File: config.mk
export PLATFORM = sky130hd
export DESIGN_NAME = sda_rx
export DESIGN_NICKNAME = d
export VERILOG_FILES = /design/src/rtl/sda_rx_pkg.sv /design/src/rtl/sda_rx_if.sv /design/src/rtl/sda_rx_scl_sda_edge.sv /design/src/rtl/sda_rx.sv
export SDC_FILE = /design/constraint.sdc
export NUM_CORES = 1
export LEC_CHECK = 0
export ABC_AREA = 1
export BUFFER_PORTS_ARGS = -buffer_cell sky130_fd_sc_hd__buf_2
export CAP_MARGIN = 20
export CORE_MARGIN = 2
export CORE_UTILIZATION = 51
export DETAILED_ROUTE_END_ITERATION = 10
export PLACE_DENSITY_LB_ADDON = 0.2
export SETUP_SLACK_MARGIN = 0.15
export SLEW_MARGIN = 10
export SYNTH_ARGS = -nofsm -noshare
export SYNTH_HDL_FRONTEND = slang
export SYNTH_HIERARCHICAL = 1
export SYNTH_SLANG_ARGS = --single-unit
File: constraint.sdc
create_clock -name clk -period 2.05 [get_ports clk]
set_clock_uncertainty 0.15 [all_clocks]
set_input_delay 0.1025 -clock clk [delete_from_list [all_inputs] [get_ports clk]]
set_output_delay 0.1025 -clock clk [all_outputs]
set_load 0.01 [all_outputs]
File: src/rtl/sda_rx_pkg.sv
// Shared I2C definitions: receive FSM encoding and byte geometry, common to
// the receive path and the transmit-side blocks.
package sda_rx_pkg;

    localparam int BYTE_BITS = 8;

    typedef enum logic [2:0] {
        ST_IDLE      = 3'd0,
        ST_RX_BITS   = 3'd1,
        ST_BYTE_DONE = 3'd2,
        ST_ACK_WAIT  = 3'd3,
        ST_ACK_SLOT  = 3'd4
    } rx_state_e;

    typedef logic [3:0]           bit_cnt_t;
    typedef logic [BYTE_BITS-1:0] byte_t;

    // Bus order is MSB first, so each new bit enters at the LSB end.
    function automatic byte_t shift_in(input byte_t sr, input logic b);
        return {sr[BYTE_BITS-2:0], b};
    endfunction

endpackage

File: src/rtl/sda_rx_if.sv
// Link between the pin synchronizer/edge detector and the receive FSM:
// raw pins in, single-cycle bus events out.
interface sda_rx_if;
    logic scl;
    logic sda_in;
    logic scl_rise;
    logic scl_fall;
    logic start_det;
    logic stop_det;
    logic sda_bit;

    modport master (
        input  scl, sda_in,
        output scl_rise, scl_fall, start_det, stop_det, sda_bit
    );

    modport slave (
        input  scl_rise, scl_fall, start_det, stop_det, sda_bit
    );
endinterface

File: src/rtl/sda_rx_scl_sda_edge.sv
// Synchronizes SCL/SDA into clk and flags SCL edges plus START/STOP, using
// only the synchronized value and one "previous" copy of each line.
module scl_sda_edge #(
    parameter int SYNC_STAGES = 2   // must be at least 2
) (
    input  logic      clk,
    input  logic      n_rst,
    sda_rx_if.master  bus
);
    logic [SYNC_STAGES-1:0] r_scl_sync;
    logic [SYNC_STAGES-1:0] r_sda_sync;
    logic                   r_scl_prev;
    logic                   r_sda_prev;
    logic                   w_scl;
    logic                   w_sda;

    // Reset to 1 so that an idle bus is what the detector sees after reset.
    always_ff @(posedge clk or negedge n_rst) begin
        if (!n_rst) begin
            r_scl_sync <= '1;
            r_sda_sync <= '1;
            r_scl_prev <= 1'b1;
            r_sda_prev <= 1'b1;
        end else begin
            // NOTE: non-blocking assignments let every stage sample the old
            // value of the stage before it, which is what makes this a chain.
            r_scl_sync <= {r_scl_sync[SYNC_STAGES-2:0], bus.scl};
            r_sda_sync <= {r_sda_sync[SYNC_STAGES-2:0], bus.sda_in};
            r_scl_prev <= w_scl;
            r_sda_prev <= w_sda;
        end
    end

    assign w_scl = r_scl_sync[SYNC_STAGES-1];
    assign w_sda = r_sda_sync[SYNC_STAGES-1];

    assign bus.scl_rise  = ~r_scl_prev &  w_scl;
    assign bus.scl_fall  =  r_scl_prev & ~w_scl;
    assign bus.start_det =  r_scl_prev &  w_scl &  r_sda_prev & ~w_sda;
    assign bus.stop_det  =  r_scl_prev &  w_scl & ~r_sda_prev &  w_sda;
    assign bus.sda_bit   =  w_sda;

endmodule

File: src/rtl/sda_rx.sv
// I2C receive path: assembles bytes MSB first from SCL/SDA and frames the
// 9th (ACK) bit so the controller can drive SDA low during it.
module sda_rx
    import sda_rx_pkg::*;
#(
    parameter int SYNC_STAGES = 2
) (
    input  logic       clk,
    input  logic       n_rst,
    input  logic       scl,
    input  logic       sda_in,
    output logic [7:0] rx_data,
    output logic       byte_received,
    output logic       start_found,
    output logic       stop_found,
    output logic       ack_window,
    output logic       busy
);
    sda_rx_if w_bus ();

    assign w_bus.scl    = scl;
    assign w_bus.sda_in = sda_in;

    scl_sda_edge #(
        .SYNC_STAGES (SYNC_STAGES)
    ) u_edge (
        .clk   (clk),
        .n_rst (n_rst),
        .bus   (w_bus)
    );

    rx_state_e r_state;
    bit_cnt_t  r_bit_cnt;
    byte_t     r_shift;
    byte_t     r_rx_data;
    logic      r_byte_received;
    logic      r_start_found;
    logic      r_stop_found;
    logic      r_ack_window;
    logic      r_busy;

    always_ff @(posedge clk or negedge n_rst) begin
        if (!n_rst) begin
            r_state         <= ST_IDLE;
            r_bit_cnt       <= '0;
            r_shift         <= '0;
            r_rx_data       <= '0;
            r_byte_received <= 1'b0;
            r_start_found   <= 1'b0;
            r_stop_found    <= 1'b0;
            r_ack_window    <= 1'b0;
            r_busy          <= 1'b0;
        end else begin
            // NOTE: pulses default low every cycle; only the branch that
            // fires raises one, so each lasts exactly one clk.
            r_byte_received <= 1'b0;
            r_start_found   <= 1'b0;
            r_stop_found    <= 1'b0;

            // START/STOP need SCL steady high, so they never coincide with
            // an SCL edge and may safely preempt the state logic.
            if (w_bus.start_det) begin
                r_start_found <= 1'b1;
                r_state       <= ST_RX_BITS;
                r_bit_cnt     <= '0;
                r_shift       <= '0;
                r_ack_window  <= 1'b0;
                r_busy        <= 1'b1;
            end else if (w_bus.stop_det) begin
                r_stop_found <= 1'b1;
                if (r_state != ST_IDLE) begin
                    r_state      <= ST_IDLE;
                    r_bit_cnt    <= '0;
                    r_ack_window <= 1'b0;
                    r_busy       <= 1'b0;
                end
            end else begin
                case (r_state)
                    ST_IDLE: ;

                    ST_RX_BITS: begin
                        if (w_bus.scl_rise) begin
                            r_shift   <= shift_in(r_shift, w_bus.sda_bit);
                            r_bit_cnt <= r_bit_cnt + 4'd1;
                            if (r_bit_cnt == bit_cnt_t'(BYTE_BITS - 1))
                                r_state <= ST_BYTE_DONE;
                        end
                    end

                    ST_BYTE_DONE: begin
                        r_rx_data       <= r_shift;
                        r_byte_received <= 1'b1;
                        r_state         <= ST_ACK_WAIT;
                    end

                    // Falling edge of bit 8 opens the ACK bit.
                    ST_ACK_WAIT: begin
                        if (w_bus.scl_fall) begin
                            r_ack_window <= 1'b1;
                            r_state      <= ST_ACK_SLOT;
                        end
                    end

                    // The only fall seen here follows the 9th rise.
                    ST_ACK_SLOT: begin
                        if (w_bus.scl_fall) begin
                            r_ack_window <= 1'b0;
                            r_bit_cnt    <= '0;
                            r_state      <= ST_RX_BITS;
                        end
                    end

                    default: r_state <= ST_IDLE;
                endcase
            end
        end
    end

    assign rx_data       = r_rx_data;
    assign byte_received = r_byte_received;
    assign start_found   = r_start_found;
    assign stop_found    = r_stop_found;
    assign ack_window    = r_ack_window;
    assign busy          = r_busy;

endmodule

### Word level (Yosys, flattened, before mapping)

Cells that the tools add are included.

* equality and inequality tests: 12
* add/subtract/negate cells: 1
* multiplexer cells: 32
* bitwise operators: 13
* reduce and logical (&&, ||, !) cells: 14

Operators by type and width (count)
* $mux 8: 4
* $mux 3: 7
* $mux 4: 5
* $pmux 3 s5: 1
* $mux 1: 13
* $ne 4x1->1 const B: 3
* $pmux 4 s2: 1
* $reduce_and 4->1: 2
* $reduce_bool 2->1: 4
* $reduce_bool 4->1: 2
* $and 1x1->1: 7
* $eq 3x2->1 const B: 2
* $not 1->1: 6
* $reduce_and 3->1: 2
* $reduce_and 6->1: 1
* $add 4x1->4 const B: 1
* $eq 4x3->1 const B: 1
* $ne 4x2->1 const B: 1
* $eq 3x1->1 const B: 1
* $eq 3x3->1 const B: 1
* $logic_not 3->1: 1
* $ne 3x1->1 const B: 1
* $ne 3x2->1 const B: 1
* $reduce_bool 3->1: 1
* other kinds (3): 3

* logic and storage cells: 85
* output and inout bits: 13
* input bits: 4
* bits in registers: 34

### Longest topological paths before layout

Gate-level depths: netlist of run 1.

* word-level depth: 6
* depth in mapped cells: 12
* mapped depth without buffers: 11

### By module

Netlist of run 1, hierarchy kept.

By module, submodules not included
* sda_rx: seq. area each 700.7 µm², area an instance 1398.8 µm², times used 1, cells each 160
* scl_sda_edge: seq. area each 157.7 µm², area an instance 198.9 µm², times used 1, cells each 17

### Worst setup path after synthesis of run 1

OpenSTA, ideal clock, no wires.

* kind: reg-to-reg
* from: register u_edge.r_scl_sync[1]
* to: register r_bit_cnt[0]
* clock period less this slack: 1.682 ns
* data arrival time: 1.411 ns
* data required time: 1.780 ns
* buffers on the path: 1
* setup time: 0.120 ns
* stages on the path, launching flop included: 11
* path slack: 0.368 ns
* cell sequence: dfstp_2 -> nand2_1 -> nor2_1 -> buf_6 -> nor2_4 -> nand2_2 -> inv_1 -> nand2_1 -> nand2_2 -> o21ai_1 -> nand2_1

* word-level cells in the longest chain between the ends: 5
* elaborated cells on any way between the ends: 15
* classes of those cells: eq/ne (3); mux (2); bitwise (8); reduce/logical (2)

RTL lines
* start: declaration: line sda_rx_scl_sda_edge.sv:10 `logic [SYNC_STAGES-1:0] r_scl_sync;`
* start signal: assignment: line sda_rx_scl_sda_edge.sv:27 `r_scl_sync <= {r_scl_sync[SYNC_STAGES-2:0], bus.scl};`
* $and 1x1->1 (*) (3 in a row): line sda_rx_scl_sda_edge.sv:39 `assign bus.start_det = r_scl_prev & w_scl & r_sda_prev & ~w_sda;`
* net w_bus.start_det: line sda_rx_if.sv:8 `logic start_det;`
* $ne 4x1->1 (no line) (tied with other cells)
* $reduce_and 4->1 (no line)
* end signal: assignment: line sda_rx.sv:84 `r_bit_cnt <= r_bit_cnt + 4'd1;`
* end: declaration: line sda_rx.sv:33 `bit_cnt_t r_bit_cnt;`

The timed path passes the listed nets; every way through them passes the cells marked *.
A chain may end at the register's enable or synchronous reset.

### Final worst setup path of run 1

* from: register u_edge.r_scl_sync[1]
* to: register r_shift[5]

* word-level cells in the longest chain between the ends: 5
* elaborated cells on any way between the ends: 11
* classes of those cells: eq/ne (1); mux (1); bitwise (6); reduce/logical (3)

RTL lines
* $and 1x1->1 (*) (3 in a row): line sda_rx_scl_sda_edge.sv:39
* net w_bus.start_det: line sda_rx_if.sv:8
* $ne 2x1->1 (no line) / $reduce_bool 2->1 (equally long branches)
* $reduce_and 3->1 (no line)
* end signal: assignment: line sda_rx.sv:83 `r_shift <= shift_in(r_shift, w_bus.sda_bit);`
* end: declaration: line sda_rx.sv:34 `byte_t r_shift;`

Marks and branches as above.

==> impl_metrics.env, run 1 <==
export IMPL_viasPerCell=4.81
export IMPL_critical_path_required_ns=2.14
export IMPL_finalHoldViolCount=0
export IMPL_critical_path_depth=10
export IMPL_drt_pre_antenna_iters=4
export IMPL_r2r_end="r_shift[5]$_DFFE_PN0P_"
export IMPL_die_h_um=60.0
export IMPL_worstSetupStartpointType="register"
export IMPL_path_cells="nand2_1 -> nor2_4 -> buf_6 -> inv_8 -> nand2_2 -> nor2_4 -> nand2_2 -> nor2_1 -> nor2_1 -> inv_1"
export IMPL_cts_sinks=34
export IMPL_yosysTopAreaCellShare_pct=43.9
export IMPL_synth_fp_nets=182
export IMPL_port_buffers=16
export IMPL_leakage_nw=1.00
export IMPL_hp_class="primary input to async pin"
export IMPL_clock_latency_ns=0.35
export IMPL_synthAdderAreaFrac_pct=0.783
export IMPL_period_needed_ns=1.80
export IMPL_gp_congestion=0.888
export IMPL_drc=0
export IMPL_cts_path_max_buffers=2
export IMPL_initial_core_util_pct=52.8
export IMPL_max_freq_ghz=0.556
export IMPL_dr_first_iter_drc_count=48
export IMPL_use_met3_pct=4.76
export IMPL_hpwlAfterDp_um=2020
export IMPL_cts_root_buffer="clkbuf_4"
export IMPL_synth_cell_types=29
export IMPL_seq_area_frac_synth_pct=53.7
export IMPL_r2r_cells=10
export IMPL_die_area_mm2=0.00360
export IMPL_antenna_found_initial=0
export IMPL_grt_start_max_net_pins=35
export IMPL_endpoint_kind="register"
export IMPL_syn_area_mm2=0.00160
export IMPL_use_met1_pct=24.8
export IMPL_die_x_um=60.0
export IMPL_cts_htree_levels=2
export IMPL_clkTransAtPathRegs_ns=0.10
export IMPL_grt_use_met2_pct=28.4
export IMPL_nets=210
export IMPL_rsz0062_at_grt="no"
export IMPL_worstMarginPinSlew_ns=0.732
export IMPL_r2r_start="u_edge/r_scl_sync[1]$_DFF_PN1_"
export IMPL_irDropWorstVdd_v=0.000478
export IMPL_busiest_layer="met2"
export IMPL_core_mm2=0.00303
export IMPL_synth_simple_area_share_pct=29.3
export IMPL_synth_area_leader_cell="dfrtp_1"
export IMPL_slowest_stage="dfstp_2"
export IMPL_max_slew_margin_pct=51.2
export IMPL_numCtsBuffers=5
export IMPL_cap_viol_max_count=0
export IMPL_synth_compound_area_share_pct=7.67
export IMPL_cpPeakStageDelay_ns=0.57
export IMPL_synth_area_per_cell_um2=9.03
export IMPL_power_density_mw_per_mm2=1070
export IMPL_postRouteAntennaNets=0
export IMPL_period_share_pct=87.7
export IMPL_path_buf_inv=3
export IMPL_grt_pass1_wl_um=4920
export IMPL_cts_tree="done"
export IMPL_grt_util_all_layers_pct=19.3
export IMPL_ys_warn_count=6
export IMPL_rrSetupSlack_ns=0.25
export IMPL_setup_viol=0
export IMPL_cp_max_fo=9
export IMPL_maxSlewViolCount=0
export IMPL_critPathTopFamily="simple AND/OR/NAND/NOR gates"
export IMPL_netlist_instances=177
export IMPL_status="finished, final reports clean"
export IMPL_num_vias=1203
export IMPL_overflow=0
export IMPL_rows=20
export IMPL_synth_top_family_by_area="simple AND/OR/NAND/NOR gates"
export IMPL_grt_pass1_vias=1141
export IMPL_pin_count=17
export IMPL_drive_gt1_share_pct=32.5
export IMPL_wl_per_cell_um=11.5
export IMPL_wl_um=2880
export IMPL_ys_top_cells_by_area="dfrtp_1 (44%), dfstp_2 (9.9%), nand2_1 (9.4%)"
export IMPL_fin_tns_setup_ns=0
export IMPL_n_antenna_cell=0
export IMPL_cp_arrival_ns=1.89
export IMPL_synth_xor_area_share_pct=0.548
export IMPL_area_delta_synth_final_pct=18.5
export IMPL_worstSetupStartpoint="u_edge/r_scl_sync[1]$_DFF_PN1_"
export IMPL_utilization_pct=62.5
export IMPL_crit_type="register to register"
export IMPL_synth_ff_latch_count=34
export IMPL_synth_mux_area_fraction_pct=0
## cells by family (layout without fill, tap and decap cells)
logic type / Yosys count / count (layout)
compound gates: 19 / 19
xor+xnor: 1 / 1
fa+ha+maj: 1 / 1
buf+inv: 29 / 58
flops: 34 / 34
simple gates: 93 / 93
## how the worst max path moves through the flow
| stage | to | slack, ns |
|---|---|---|
| after floorplan | r_bit_cnt[0]$_DFFE_PN0P_ | 0.37 |
| after global placement | r_shift[5]$_DFFE_PN0P_ | 0.22 |
| after detailed placement | r_shift[5]$_DFFE_PN0P_ | 0.13 |
| after CTS | r_bit_cnt[2]$_DFFE_PN0P_ | 0.16 |
| after global routing | r_bit_cnt[2]$_DFFE_PN0P_ | 0.14 |
| final | r_shift[5]$_DFFE_PN0P_ | 0.25 |
## routing by layer
metal | up-vias | share of wire, %
li1 | 613 | -
met1 | 558 | 46
met2 | 24 | 48
met3 | 8 | 3.5
met4 | 0 | 3.0
met5 | - | 0
## registers in the layout, summed over array words and instances, names as in the netlist
name	cells
start_found	1
u_edge/r_sda_prev	1
rx_data	8
u_edge/r_sda_sync	2
r_state	3
ack_window	1
busy	1
r_shift	8
u_edge/r_scl_sync	2
u_edge/r_scl_prev	1
stop_found	1
byte_received	1
r_bit_cnt	4
## synth_stat cells, drive strengths merged
| cell type | count |
|---|---|
| nand2 | 47 |
| dfrtp | 28 |
| inv | 27 |
| nor2 | 23 |
| nand3 | 15 |
| o21ai | 15 |
| dfstp | 6 |
| nand4 | 4 |
| a21oi | 2 |
| buf | 2 |
| nor3 | 2 |
| or2 | 2 |
| ha | 1 |
| o22ai | 1 |
| o31ai | 1 |
| xor2 | 1 |
## area by class of cell
| class | count | area (um2) |
|---|---|---|
| Timing Repair Buffer | 23 | 144 |
| Clock inverter | 1 | 30.0 |
| Sequential cell | 34 | 858 |
| Inverter | 27 | 109 |
| Clock buffer | 7 | 55.1 |
| Multi-Input combinational cell | 114 | 642 |
| Fill cell | 261 | 1130 |
| Tap cell | 44 | 55.1 |
## metrics by stage
stage               hold WS [ns]  power (mW)  area [um2]  cells  setup WS (ns)
CTS                        0.206        2.03        1850    249          0.156
detailed placement        0.0597        1.51        1740    238          0.132
floorplan                 -0.343        1.34        1600    177          0.368
global route               0.216        2.17        1890    250          0.139
finish                     0.185        2.03        1890    250          0.252
global placement          0.0425        1.49        1740    238          0.221
## cells in the final DEF (no fill, tap or decap), types with 2 or more instances in the layout
cell and count:
nand2_1 39, dfrtp_1 28, inv_1 21, buf_2 16, nor2_1 14, nand3_1 13
nor2_4 6, nand2_2 6, o21ai_0 6, dfstp_2 6, inv_2 5, o21ai_2 5
clkbuf_4 5, o21ai_1 4, nor2_2 3, nand4_1 3, dlygate4sd3_1 3, buf_4 3
nand3_2 2, nand2_4 2, a21oi_1 2
## power by group
group          total [mW]  switching (mW)  internal, mW
clock network       0.513           0.222         0.291
registers           0.875          0.0905         0.784
logic               0.641           0.422         0.218
## repair_timing
action                                  CTS  global route
resized for setup                         1             8
setup buffers                             0             1
endpoints found under the hold margin    30             0
hold buffers                              3             0
pin swaps                                 0             1
endpoints found under the setup margin    4            15
(Power assumes the default switching activity.)
==> run 2: changes to the inputs <==
PLACE_DENSITY = 0.71   (was default)
PLACE_DENSITY_LB_ADDON = default   (was 0.2)
==> impl_metrics.env, run 2 (synthesis results as in run 1) <==
export IMPL_cp_arrival_ns=1.94
export IMPL_hpwlAfterDp_um=2080
export IMPL_cts_path_max_buffers=2
export IMPL_initial_core_util_pct=52.8
export IMPL_drt_pre_antenna_iters=4
export IMPL_gp_congestion=0.863
export IMPL_irDropWorstVdd_v=0.000856
export IMPL_post_cts_buffers=0
export IMPL_num_vias=1211
export IMPL_rows=20
export IMPL_final_cell_mix="nand2_1 (39), dfrtp_1 (28), inv_1 (21), buf_2 (16), nor2_1 (14)"
export IMPL_viasPerCell=4.86
export IMPL_status="finished, final reports clean"
export IMPL_port_buffers=16
export IMPL_critical_path_required_ns=2.19
export IMPL_worstMarginPinSlew_ns=0.723
export IMPL_fin_tns_setup_ns=0
export IMPL_die_area_mm2=0.00360
export IMPL_area_delta_synth_final_pct=19.3
export IMPL_die_x_um=60.0
export IMPL_antenna_found_initial=0
export IMPL_period_needed_ns=1.80
export IMPL_setup_viol=0
export IMPL_worstSetupStartpointType="register"
export IMPL_cts_tree="done"
export IMPL_drive_gt1_share_pct=32.7
export IMPL_rsz0062_at_grt="yes"
export IMPL_cap_viol_max_count=0
export IMPL_maxSlewViolCount=0
export IMPL_n_antenna_cell=0
export IMPL_finalHoldViolCount=0
export IMPL_period_share_pct=87.6
export IMPL_crit_type="register to register"
export IMPL_leakage_nw=1.01
export IMPL_cts_sinks=34
export IMPL_overflow=0
export IMPL_hp_class="primary input to async pin"
export IMPL_endpoint_kind="register"
export IMPL_drc=0
export IMPL_numCtsBuffers=5
export IMPL_core_mm2=0.00303
export IMPL_clkTransAtPathRegs_ns=0.10
export IMPL_power_density_mw_per_mm2=1130
export IMPL_fillers=259
export IMPL_regArea_um2=858
export IMPL_die_h_um=60.0
export IMPL_cts_htree_levels=2
export IMPL_wl_um=2880
export IMPL_cts_root_buffer="clkbuf_4"
export IMPL_grt_pass1_wl_um=4900
export IMPL_postRouteAntennaNets=0
export IMPL_pin_count=17
export IMPL_max_freq_ghz=0.557
export IMPL_dr_first_iter_drc_count=43
export IMPL_grt_start_max_net_pins=35
export IMPL_layout_commonest_cell="nand2_1"
export IMPL_utilization_pct=63.0
export IMPL_multi_input_area_um2=637
export IMPL_grt_util_all_layers_pct=18.7
export IMPL_cp_max_fo=9
export IMPL_max_slew_margin_pct=51.8
export IMPL_wl_per_cell_um=11.6
export IMPL_clock_latency_ns=0.34
export IMPL_grt_pass1_vias=1142
export IMPL_nets=209
run 2: cell count changes in the layout (fill, tap and decap cells not counted), sizes merged:
cell    change
buf         -1
clkbuf      -1
bufinv      +1
run 2: worst paths after layout:
kind | end | depth (start not counted) | start | slack (ns)
setup reg to reg | r_bit_cnt[0]$_DFFE_PN0P_ | 10 | u_edge/r_sda_sync[1]$_DFF_PN1_ | 0.25
min in group clk | u_edge/r_sda_sync[1]$_DFF_PN1_ | 0 | u_edge/r_sda_sync[0]$_DFF_PN1_ | 0.21
hold reg to reg | u_edge/r_sda_sync[1]$_DFF_PN1_ | 0 | u_edge/r_sda_sync[0]$_DFF_PN1_ | 0.21
max in group asynchronous | r_bit_cnt[2]$_DFFE_PN0P_ | 2 | n_rst | 1.10
hold / removal | rx_data[5]$_DFFE_PN0P_ | 2 | n_rst | 0.19
setup / recovery | r_bit_cnt[0]$_DFFE_PN0P_ | 10 | u_edge/r_sda_sync[1]$_DFF_PN1_ | 0.25
run 2: report_power, final:
group          leakage, nW  internal (mW)  total [mW]  switching, mW
combinational        0.507          0.217       0.637          0.420
sequential           0.444          0.784       0.877         0.0923
clock               0.0585          0.413       0.641          0.228
run 2: worst max-delay path: stages, from the launching register on:
cell and delay, ns:
dfstp_2 0.57, inv_1 0.04, nand2_1 0.10, nor2_4 0.07, buf_6 0.14, inv_8 0.07
nand2_2 0.08, nor2_4 0.13, nand2_2 0.10, or2_0 0.22, nand2_1 0.07
run 2: area by class of cell:
class / instances / area share (%)
Multi-Input combinational cell: 114 / 33.4
Timing Repair Buffer: 22 / 7.15
Clock buffer: 6 / 2.69
Tap cell: 44 / 2.89
Inverter: 27 / 5.71
Clock inverter: 2 / 3.15
Sequential cell: 34 / 45.0
run 2: per-layer routing:
metal	part of all wire [%]	track usage (%)
met5	0	0
met4	1.8	7.30
met3	4.3	6.28
met2	50	31.2
met1	44	22.1
run 2: metrics by stage:
stage / total power, mW / cells / worst slack [ns] / instance area, um2 / hold slack [ns]
finish: 2.15 / 249 / 0.253 / 1910 / 0.193
global route: 2.31 / 249 / 0.135 / 1910 / 0.216
CTS: 2.16 / 249 / 0.155 / 1880 / 0.214
detailed placement: 1.51 / 238 / 0.167 / 1740 / 0.0561
global placement: 1.49 / 238 / 0.219 / 1740 / 0.0413
floorplan: 1.34 / 177 / 0.368 / 1600 / -0.343
run 2: timing repair:
item | 4_1_cts | 5_1_grt
endpoints found under the setup margin | 2 | 10
hold buffers | 3 | 0
gates resized for setup | 1 | 7
pin swaps | 0 | 2
hold endpoints to repair | 30 | 0
==> run 3: changes to the inputs <==
SYNTH_HIERARCHICAL = default   (was 1)
==> impl_metrics.env, run 3 <==
export IMPL_status="finished, final reports clean"
export IMPL_seq_area_frac_synth_pct=58.0
export IMPL_endpoint_kind="register"
export IMPL_worstSetupStartpointType="register"
export IMPL_period_share_pct=82.1
export IMPL_crit_type="register to register"
export IMPL_worstSetupStartpoint="u_edge.r_sda_sync[1]$_DFF_PN1_"
export IMPL_yosysTopAreaCellShare_pct=47.3
export IMPL_grt_use_met2_pct=30.5
export IMPL_clkTransAtPathRegs_ns=0.11
export IMPL_r2r_start="u_edge.r_sda_sync[1]$_DFF_PN1_"
export IMPL_synth_area_per_cell_um2=9.31
export IMPL_grt_start_max_net_pins=35
export IMPL_use_met3_pct=6.03
export IMPL_synth_async_reset_ratio_pct=100
export IMPL_drive_gt1_share_pct=28.1
export IMPL_multi_input_area_um2=528
export IMPL_overflow=0
export IMPL_cts_sinks=34
export IMPL_wl_per_cell_um=11.9
export IMPL_ys_warn_count=0
export IMPL_syn_area_mm2=0.00148
export IMPL_grt_pass1_vias=1066
export IMPL_cts_root_buffer="clkbuf_4"
export IMPL_power_density_mw_per_mm2=979
export IMPL_period_needed_ns=1.68
export IMPL_gp_congestion=0.882
export IMPL_hpwlAfterDp_um=1780
export IMPL_wl_um=2570
export IMPL_n_antenna_cell=0
export IMPL_dr_first_iter_drc_count=26
export IMPL_max_slew_margin_pct=51.5
export IMPL_nets=189
export IMPL_cts_resized=0
export IMPL_clock_latency_ns=0.34
export IMPL_grt_pass1_wl_um=4610
export IMPL_synth_cell_types=25
export IMPL_core_mm2=0.00276
export IMPL_layout_commonest_cell="nand2_1"
export IMPL_preCtsSetupSlack_ns=0.379
export IMPL_setup_viol=0
export IMPL_cts_tree="done"
export IMPL_initial_core_util_pct=53.7
export IMPL_die_x_um=57.9
export IMPL_synth_fp_nets=164
export IMPL_synth_area_leader_cell="dfrtp_1"
export IMPL_netlist_instances=159
export IMPL_cpPeakStageDelay_ns=0.58
export IMPL_finalWorstSetupSlack_ns=0.368
export IMPL_area_delta_synth_final_pct=13.8
export IMPL_die_h_um=57.9
export IMPL_num_vias=1071
export IMPL_port_buffers=16
export IMPL_synth_common_cells="nand2_1 (41), dfrtp_1 (28), inv_1 (16)"
export IMPL_numCtsBuffers=5
export IMPL_hp_class="primary input to async pin"
export IMPL_fin_tns_setup_ns=0
export IMPL_max_freq_ghz=0.595
export IMPL_ys_top_cells_by_area="dfrtp_1 (47%), dfstp_2 (11%), nand2_1 (10%)"
export IMPL_drt_pre_antenna_iters=4
export IMPL_synth_edf_count=0
export IMPL_cp_arrival_ns=1.74
export IMPL_yosysMostFrequentCell="nand2_1"
export IMPL_finalInstanceArea_mm2=0.00168
export IMPL_busiest_layer="met2"
export IMPL_antenna_found_initial=0
export IMPL_hold_slack_ns=0.187
export IMPL_cap_viol_max_count=0
export IMPL_rsz0062_at_grt="no"
export IMPL_critical_path_required_ns=2.10
export IMPL_r2r_end="r_shift[4]$_DFFE_PN0P_"
export IMPL_synth_flop_cell="dfrtp_1"
export IMPL_final_cell_mix="nand2_1 (41), dfrtp_1 (28), inv_1 (16), buf_2 (16), o21ai_0 (11)"
export IMPL_cp_max_fo=9
export IMPL_path_cells="inv_2 -> nor2_1 -> nand2_4 -> nand2_4 -> inv_2 -> nand2_1 -> o22ai_1"
export IMPL_pin_count=17
export IMPL_slowest_stage="dfstp_2"
export IMPL_placed_cell_area_mm2=0.00159
export IMPL_use_met1_pct=23.1
export IMPL_grt_util_all_layers_pct=18.8
export IMPL_irDropWorstVdd_v=0.000634
export IMPL_worstMarginPinSlew_ns=0.727
export IMPL_die_area_mm2=0.00335
export IMPL_r2r_cells=7
export IMPL_leakage_nw=0.875
export IMPL_postRouteAntennaNets=0
export IMPL_rows=19
export IMPL_drc=0
export IMPL_regArea_um2=858
export IMPL_fillers=242
export IMPL_viasPerCell=4.96
export IMPL_synth_ff_latch_count=34
export IMPL_finalHoldViolCount=0
export IMPL_cts_htree_levels=2
export IMPL_cts_path_max_buffers=2
export IMPL_rrSetupSlack_ns=0.37
export IMPL_maxSlewViolCount=0
-- run 3: kinds of logic after synthesis --
family | count (synthesis) | share of synthesized area [%]
flip-flops | 34 | 58.0
AND/OR/NAND/NOR | 74 | 24.1
AO/OA/AOI/OAI | 26 | 10.1
adder cells (fa/ha/maj) | 1 | 0.845
buffers and inverters | 23 | 6.34
XOR/XNOR | 1 | 0.592
-- run 3: layer usage --
layer	wire length, um	share of wire [%]
met1	1200	47
met2	1220	47
met3	108	4.2
met4	48	1.9
met5	0	0
-- run 3: area by class of cell --
class	count	share of cell area, %
clock buffer	7	3.27
clock inverter	1	0.297
inverter	21	4.83
multi-input combinational	102	31.4
sequential	34	51.0
tap	31	2.30
timing repair buffer	20	6.98
-- run 3: critical path, delay by kind of cell (launching register included) --
family | cells | cell delay (ns)
AO/OA/AOI/OAI | 1 | 0.13
flip-flops | 1 | 0.58
buffers and inverters | 2 | 0.09
AND/OR/NAND/NOR | 4 | 0.60
-- run 3: timing repair --
| action | 4_1_cts | 5_1_grt |
|---|---|---|
| endpoints found under the hold margin | 30 | 0 |
| setup buffers | 0 | 0 |
| hold buffers | 3 | 0 |
-- run 3: worst max path at each step --
stage	slack, ns	depth (start not counted)	end
after global routing	0.25	7	r_shift[3]$_DFFE_PN0P_
after CTS	0.34	7	r_shift[4]$_DFFE_PN0P_
after floorplan	0.53	9	r_state[0]$_DFFE_PN0P_
final	0.37	7	r_shift[4]$_DFFE_PN0P_
after detailed placement	0.38	7	r_shift[3]$_DFFE_PN0P_
after global placement	0.46	7	r_shift[3]$_DFFE_PN0P_
-- run 3: power by group --
group          internal (mW)  switching (mW)  leakage [nW]
clock                  0.166           0.225        0.0353
combinational          0.154           0.247         0.397
sequential             0.792          0.0650         0.443
total                   1.11           0.537         0.875
-- run 3: per-stage QoR --
stage / instances / util (%) / total power, mW
after floorplan: 159 / - / 1.15
after global placement: 205 / 57.8 / 1.25
after detailed placement: 205 / 57.8 / 1.27
after CTS: 216 / 61.1 / 1.67
after global routing: 216 / 61.1 / 1.76
final: 216 / 61.1 / 1.65
